==> config.mk <==
export PLATFORM = sky130hd
export DESIGN_NAME = frame_scheduler
export DESIGN_NICKNAME = d
export VERILOG_FILES = /design/src/rtl/video_pkg.sv /design/src/rtl/ce_divider.sv /design/src/rtl/frame_scheduler.sv
export SDC_FILE = /design/constraint.sdc
export NUM_CORES = 1
export LEC_CHECK = 0
export ABC_AREA = 1
export ABC_CLOCK_PERIOD_IN_PS = 1800
export CAP_MARGIN = 30
export CELL_PAD_IN_SITES_DETAIL_PLACEMENT = 0
export CELL_PAD_IN_SITES_GLOBAL_PLACEMENT = 1
export CORE_ASPECT_RATIO = 1.1
export CORE_UTILIZATION = 35
export CTS_CLUSTER_SIZE = 28
export DETAILED_ROUTE_END_ITERATION = 8
export GPL_TIMING_DRIVEN = 0
export PLACE_DENSITY = 0.75
export SYNTH_ARGS = -nofsm -noshare
export SYNTH_HDL_FRONTEND = slang
export SYNTH_SLANG_ARGS = --single-unit
==> constraint.sdc <==
create_clock -name clk_rgb -period 1.8 [get_ports clk_rgb]
set_clock_uncertainty 0.1 [all_clocks]
set_input_delay 0.36 -clock clk_rgb [delete_from_list [all_inputs] [get_ports clk_rgb]]
set_output_delay 0.36 -clock clk_rgb [all_outputs]
set_load 0.01 [all_outputs]
==> src/rtl/video_pkg.sv <==
// rtl/video_pkg.sv - shared video types: scheduler states and pixel-clock divider limits
package video_pkg;

  localparam int CE_DIV_MIN = 1;
  localparam int CE_DIV_MAX = 16;
  localparam int CE_CNT_W   = 4;

  typedef enum logic [1:0] {
    SCAN      = 2'd0,
    REQ       = 2'd1,
    WAIT_SWAP = 2'd2
  } sched_state_t;

endpackage

==> src/rtl/ce_divider.sv <==
// rtl/ce_divider.sv - pixel-clock-enable divider, one ce pulse every CE_DIV clk_rgb cycles while run
module ce_divider
  import video_pkg::*;
#(
  parameter int CE_DIV = 2
) (
  input  logic clk_rgb,
  input  logic rst,
  input  logic run,
  output logic ce
);

  // out-of-range settings are clamped to the legal divider range
  localparam int DIV = (CE_DIV < CE_DIV_MIN) ? CE_DIV_MIN :
                       (CE_DIV > CE_DIV_MAX) ? CE_DIV_MAX : CE_DIV;
  localparam logic [CE_CNT_W-1:0] LAST = CE_CNT_W'(DIV - 1);

  logic [CE_CNT_W-1:0] cnt;

  always_ff @(posedge clk_rgb) begin
    if (rst) begin
      cnt <= '0;
      ce  <= 1'b0;
    end else if (run) begin
      ce  <= (cnt == LAST);
      cnt <= (cnt == LAST) ? '0 : cnt + CE_CNT_W'(1);
    end else begin
      ce  <= 1'b0;
    end
  end

endmodule

==> src/rtl/frame_scheduler.sv <==
// rtl/frame_scheduler.sv - frame update handshake between vsync, game logic and renderer swap
module frame_scheduler
  import video_pkg::*;
#(
  parameter int CE_DIV      = 2,
  parameter int MISS_WIDTH  = 8,
  parameter int FRAME_WIDTH = 16
) (
  input  logic                   clk_rgb,
  input  logic                   rst,
  input  logic                   run,
  input  logic                   vs,
  output logic                   ce,
  output logic                   update_req,
  input  logic                   update_ack,
  output logic                   swap,
  output logic [MISS_WIDTH-1:0]  missed_frames,
  output logic [FRAME_WIDTH-1:0] frame_count
);

  sched_state_t state, state_next;
  logic vs_q, vs_rise, vs_fall;
  logic swap_next, miss_inc;

  ce_divider #(.CE_DIV(CE_DIV)) u_ce_divider (
    .clk_rgb (clk_rgb),
    .rst     (rst),
    .run     (run),
    .ce      (ce)
  );

  assign vs_rise = vs & ~vs_q;
  assign vs_fall = ~vs & vs_q;

  always_comb begin
    state_next = state;
    swap_next  = 1'b0;
    miss_inc   = 1'b0;
    unique case (state)
      SCAN: begin
        if (vs_rise) state_next = REQ;
      end
      REQ: begin
        // an ack always beats a coincident new sync interval
        if (update_ack) begin
          if (vs_fall) begin
            swap_next  = 1'b1;
            state_next = SCAN;
          end else begin
            state_next = WAIT_SWAP;
          end
        end else if (vs_rise) begin
          miss_inc = 1'b1;
        end
      end
      WAIT_SWAP: begin
        if (vs_fall) begin
          swap_next  = 1'b1;
          state_next = SCAN;
        end
      end
      default: state_next = SCAN;
    endcase
  end

  always_ff @(posedge clk_rgb) begin
    if (rst) begin
      state         <= SCAN;
      vs_q          <= 1'b0;
      update_req    <= 1'b0;
      swap          <= 1'b0;
      missed_frames <= '0;
      frame_count   <= '0;
    end else begin
      state      <= state_next;
      vs_q       <= vs;
      update_req <= (state_next == REQ);
      swap       <= swap_next;
      if (miss_inc && (missed_frames != '1))
        missed_frames <= missed_frames + MISS_WIDTH'(1);
      if (vs_rise)
        frame_count <= frame_count + FRAME_WIDTH'(1);
    end
  end

endmodule

== Word level (Yosys, flattened, before mapping) ==
Cells that the tools add are included.
Storage, ports and cells
  input port bits: 5
  word-level logic and storage cells: 36
  latch bits: 0
  memories kept: 0
  output and inout bits: 27
  RAM bits: 0
  bits in registers: 34
  memory bits (read-only): 0
Operators by class
  div/mod/pow operators: 0
  shift-type cells: 0
  order comparisons: 0
  eq/ne operators: 5
  multipliers: 0
  add/sub/neg operators: 3
  bitwise logic cells: 5
  muxes and demuxes: 12
  reductions and logical operators: 3
Operator list (number)
  adder 16 x 1 -> 16 bit, second input constant: 1
  adder 8 x 1 -> 8 bit, second input constant: 1
  two-way mux 2 bit: 4
  inequality test 8 bit, second input constant: 1
  one-hot mux 2 bit (3 select lines): 1
  two-way mux 1 bit: 5
  adder 4 x 1 -> 4 bit, second input constant: 1
  equality test 2 x 1 -> 1 bit, second input constant: 2
  equality test 4 x 1 -> 1 bit, second input constant: 1
  two-way mux 4 bit: 1
  NOT 1 bit: 3
  bitwise AND 1 bit: 2
  equality test 2 bit, second input constant: 1
  zero test 2 bit: 1
  one-hot mux 1 bit (2 select lines): 1
  OR reduction 2 bit: 1
  logical AND 1 bit: 1

== Longest topological paths before layout ==
  depth in word-level cells: 6
  gate-level depth with buffers: 10
  gate-level depth less buffers: 10

== Cells and area by module ==
A second synthesis with hierarchy kept.
Second synthesis, totals
  cells, all modules: 250
  area total of the unflattened synthesis: 1734.2 µm²
Modules (own cells, without submodules)
  frame_scheduler: area each 1535.2 µm², cells an instance 222, instances 1, sequential area each 580.6 µm²
  ce_divider: area each 198.9 µm², cells an instance 28, instances 1, sequential area each 100.1 µm²

== Least setup slack after synthesis ==
Ideal clock, no wire load.
  path type: reg-to-reg
  start point: register missed_frames[0]
  end point: register missed_frames[2]
  period minus slack after synthesis: 1464 ps
  path buffers: 0
  arrival: 1230 ps
  data required time: 1567 ps
  setup slack: 336 ps
  library setup time: 133 ps
  cell stages (with the launch flop): 9
  cell sequence: dfxtp_1 ha_1 nand2_1 nor2_1 nand2_1 nand2_4 inv_4 nand2_1 a21oi_2
On the way
  word-level cells in the longest chain between the ends: 2
  elaborated cells between the ends (all ways): 3
  those cells by class: 1 x add/sub; 1 x eq/ne; 1 x reduce/logical
Ends and longest elaborated chain
  start, declared: line frame_scheduler.sv:17  | output logic [MISS_WIDTH-1:0] missed_frames,
  start signal, assigned: line frame_scheduler.sv:80  | missed_frames <= missed_frames + MISS_WIDTH'(1);
  branches (longest 2 deep; another with adder 8 x 1 -> 8 bit)
Parallel ways; which one is timed is not known.
A chain may end at the register's enable or synchronous reset.

== Final worst setup path ==
  start point: register missed_frames[4]
  end point: output missed_frames[4]
No word-level cell between the ends.

==> impl_summary.md <==
Setup path
The data arrival time of the worst path is 1280 ps. The worst setup path is of the reg2out kind. The signal on the critical path passes through clkdlybuf4s50_1. The required time at the endpoint of the critical path is 1340 ps. The critical path ends at missed_frames[4]. The kind of cell with the highest combined delay on the critical path is buffers and inverters. The launching element type of the critical path is a register. For this run, the slowest stage of the critical path takes 570 ps. In this run the number of cells on the critical path is 1. The critical path starts at missed_frames[4]. The number of cells traversed by the worst register-to-register path is 8. The maximum fanout along the worst path is 5.

The worst setup path is captured at an output port. The launching point of the worst reg2reg path is missed_frames[0]. For flop-to-flop paths, the worst setup slack is 230 ps. Counting both buffers and inverters, the worst setup path holds a total of 1. The slowest stage of the critical path is the clkdlybuf4s50_1 cell. In this run the critical register-to-register path is captured at missed_frames[4].

Floorplan
The overall die area is 0.00539 mm2. The initial cell density of the core is 0.373. 32 I/O pins were placed.

The area of the core is 0.00478 mm2. After floorplanning, the core was divided into 26 placement rows. The height of the die is 76.9 um. The x dimension of the die is 70.1 um.

Placed design
The half-perimeter wire length after placement is 2730 um. Routability-driven placement finished with a final weighted congestion of 0.785. The number of I/O port buffers is 31. The number of placed instances, taps included, is 349.

Synthesis
The synthesized area is 0.00178 mm2. The average size of a mapped cell is 6.81 um2. During synthesis, Yosys emitted a total of 0 warnings. The number of nets handed over by synthesis was 273. The share of synthesized area occupied by flip-flops and latches is 0.381. The number of instances in the synthesized netlist is 262. The post-synthesis sequential element count is 34. The unique cell type count in the Yosys netlist is 27.

Finish
The net count of the finished layout is 311. The final non-filler cell total is 357. The growth of design area from synthesis to finish is 29.5%.

The share of post-route cells with drive strength above 1 is 0.0897. The number of antenna diodes in the final layout is 0. Leaving out fill and tap cells, the most frequent cell in the layout is nand2_1. For this run, the share of the core covered by cells in the final layout is 0.483. The library cells used most frequently in the layout, excluding fill and tap cells, are nand2_1, nor2_1, inv_1.

Global route
The all-layer global routing usage is 0.156. The remaining global-route overflow is 0. The initial antenna violation count is 0. The first global-routing pass estimated 6810 um of wire.

Entering global routing, the biggest net connects 12 pins. The via count of the first global-routing pass is 1506.

Drt
After detailed routing, the average wire length per cell comes to 10.5 um. The detailed router finished its first iteration with 59 violations. Dividing the detail-routed via count by the number of cells gives 4.53. The routed length on met3 is 152 um. The highest layer touched by signal routing is met4. The final route contains 1617 vias. The number of nets still failing antenna checks after routing is 0. The number of optimization iterations in the first detailed-route pass is 4. The wire length on met2 is 1710 um. The final routed DRC violation total is 0. The routed length on met1 is 1840 um. The sum of routed wire length over all layers is 3750 um.

Timing
The max-slew violation total from the final report came to 0. The count of final hold-check violations is 0. The worst hold slack after final layout is 350 ps. Static timing analysis puts the maximum clock frequency at 574 MHz.

Setup repair after global routing left no endpoint under its margin. The period utilization is 0.967. After layout, the minimum clock period comes to 1740 ps. For the pin with the worst max-slew slack, the measured transition is 568 ps. The worst slew margin relative to its limit is 0.621. The number of setup violations in the final report is 0.

Clocking
The H-tree was split into 2 levels. The worst-case clock buffer depth is 2. In this run the clock root is driven by a clkbuf_8. Clock latency on the worst-skew pair, taken at its later pin, is 290 ps. TritonCTS built the clock tree. The clock-pin slew on the worst setup and hold paths is 70 ps. Clock tree synthesis found a total of 34 sinks. The number of buffers created by CTS is 5. The buffer count from post-CTS setup fixing is 0.

Pwr
The maximum vdd drop is 0.373 mV. The power per unit of standard cell area is 780 mW/mm2. The static leakage is 1.04 nW.

Hold path
The worst min-delay path category is reg2reg.

Status
The flow ran to the end, and the final reports show no timing, DRC or antenna violations.

Flow run
The tool flagged a number of max-cap violations equal to 0.
==> worst register-to-register path, stage by stage, from the launching register on <==
cell	delay, ps
dfxtp_1	400
ha_1	200
nand2_1	90
nor2_1	160
nand2_1	170
nand2_4	150
inv_4	60
nand2_1	70
a21oi_2	50
==> through the flow <==
step,setup slack (ps),total power (W),setup TNS (ps),cell area (um2)
CTS,44.7,0.00184,0,2310
global route,8.54,0.00188,0,2310
global placement,-136,0.000943,-1450,2160
finish,59.2,0.00180,0,2310
floorplan,336,0.000888,0,1780
detailed placement,-140,0.000943,-1330,2160
==> kinds of logic (layout without fill, tap and decap cells) <==
logic type	after synthesis	count (layout)	share of synthesized area
AO/OA/AOI/OAI	18	18	0.0582
AND/OR/NAND/NOR	152	152	0.393
flip-flops	34	34	0.381
adder cells (fa/ha/maj)	6	6	0.0421
buffers and inverters	47	86	0.101
XOR/XNOR	5	5	0.0245
==> registers in the layout, indices dropped and copies added, names as in the netlist <==
signal / count
u_ce_divider.ce: 1
swap: 1
vs_q: 1
update_req: 1
state: 2
missed_frames: 8
u_ce_divider.cnt: 4
frame_count: 16
==> Yosys cell counts (all sizes together) <==
cell	number	area (um2)
o21a	1	7.51
nand2	73	284
nand3	21	128
nor3	6	52.6
nor2	46	199
xnor2	1	8.76
clkbuf	2	7.51
o21ai	6	30.0
dfxtp	34	681
nor4	1	6.26
a21oi	11	66.3
inv	44	168
xor2	4	35.0
nand4	5	31.3
buf	1	5.00
ha	6	75.1
==> timing repair <==
| item | 4_1_cts | 5_1_grt |
|---|---|---|
| gates resized for setup | 1 | 1 |
| hold buffers | 0 | 0 |
| endpoints found under the setup margin | 1 | 1 |
==> power breakdown <==
| part | internal [W] | switching [W] |
|---|---|---|
| logic | 0.0000578 | 0.0000798 |
| registers | 0.000770 | 0.0000159 |
| clock network | 0.000591 | 0.000288 |
| total | 0.00142 | 0.000384 |
==> worst min-delay path by stage <==
stage                                   start                   to  slack (ps)  cells after the start
after detailed placement  u_ce_divider.cnt[1]      u_ce_divider.ce         340                      1
final                     u_ce_divider.cnt[1]      u_ce_divider.ce         350                      1
after global routing      u_ce_divider.cnt[2]  u_ce_divider.cnt[2]         410                      2
after CTS                 u_ce_divider.cnt[1]      u_ce_divider.ce         350                      1
after floorplan           u_ce_divider.cnt[1]      u_ce_divider.ce         320                      1
after global placement    u_ce_divider.cnt[1]      u_ce_divider.ce         340                      1
==> area by class of cell <==
type	count	area, um2
well taps	56	70.1
clock inverters	2	60.1
plain buffers	3	12.5
flip-flops and latches	34	683
clock buffers	6	82.6
inverters	44	168
repair buffers	31	310
multi-input cells	181	923
fillers	491	2470
==> per-layer routing <==
| layer | vias to the layer above | global-route usage |
|---|---|---|
| met3 | 6 | 0.0460 |
| li1 | 886 | - |
| met5 | - | 0 |
| met4 | 0 | 0.0540 |
| met2 | 30 | 0.259 |
| met1 | 695 | 0.191 |
No activity file was read; power rests on OpenSTA's default activity.
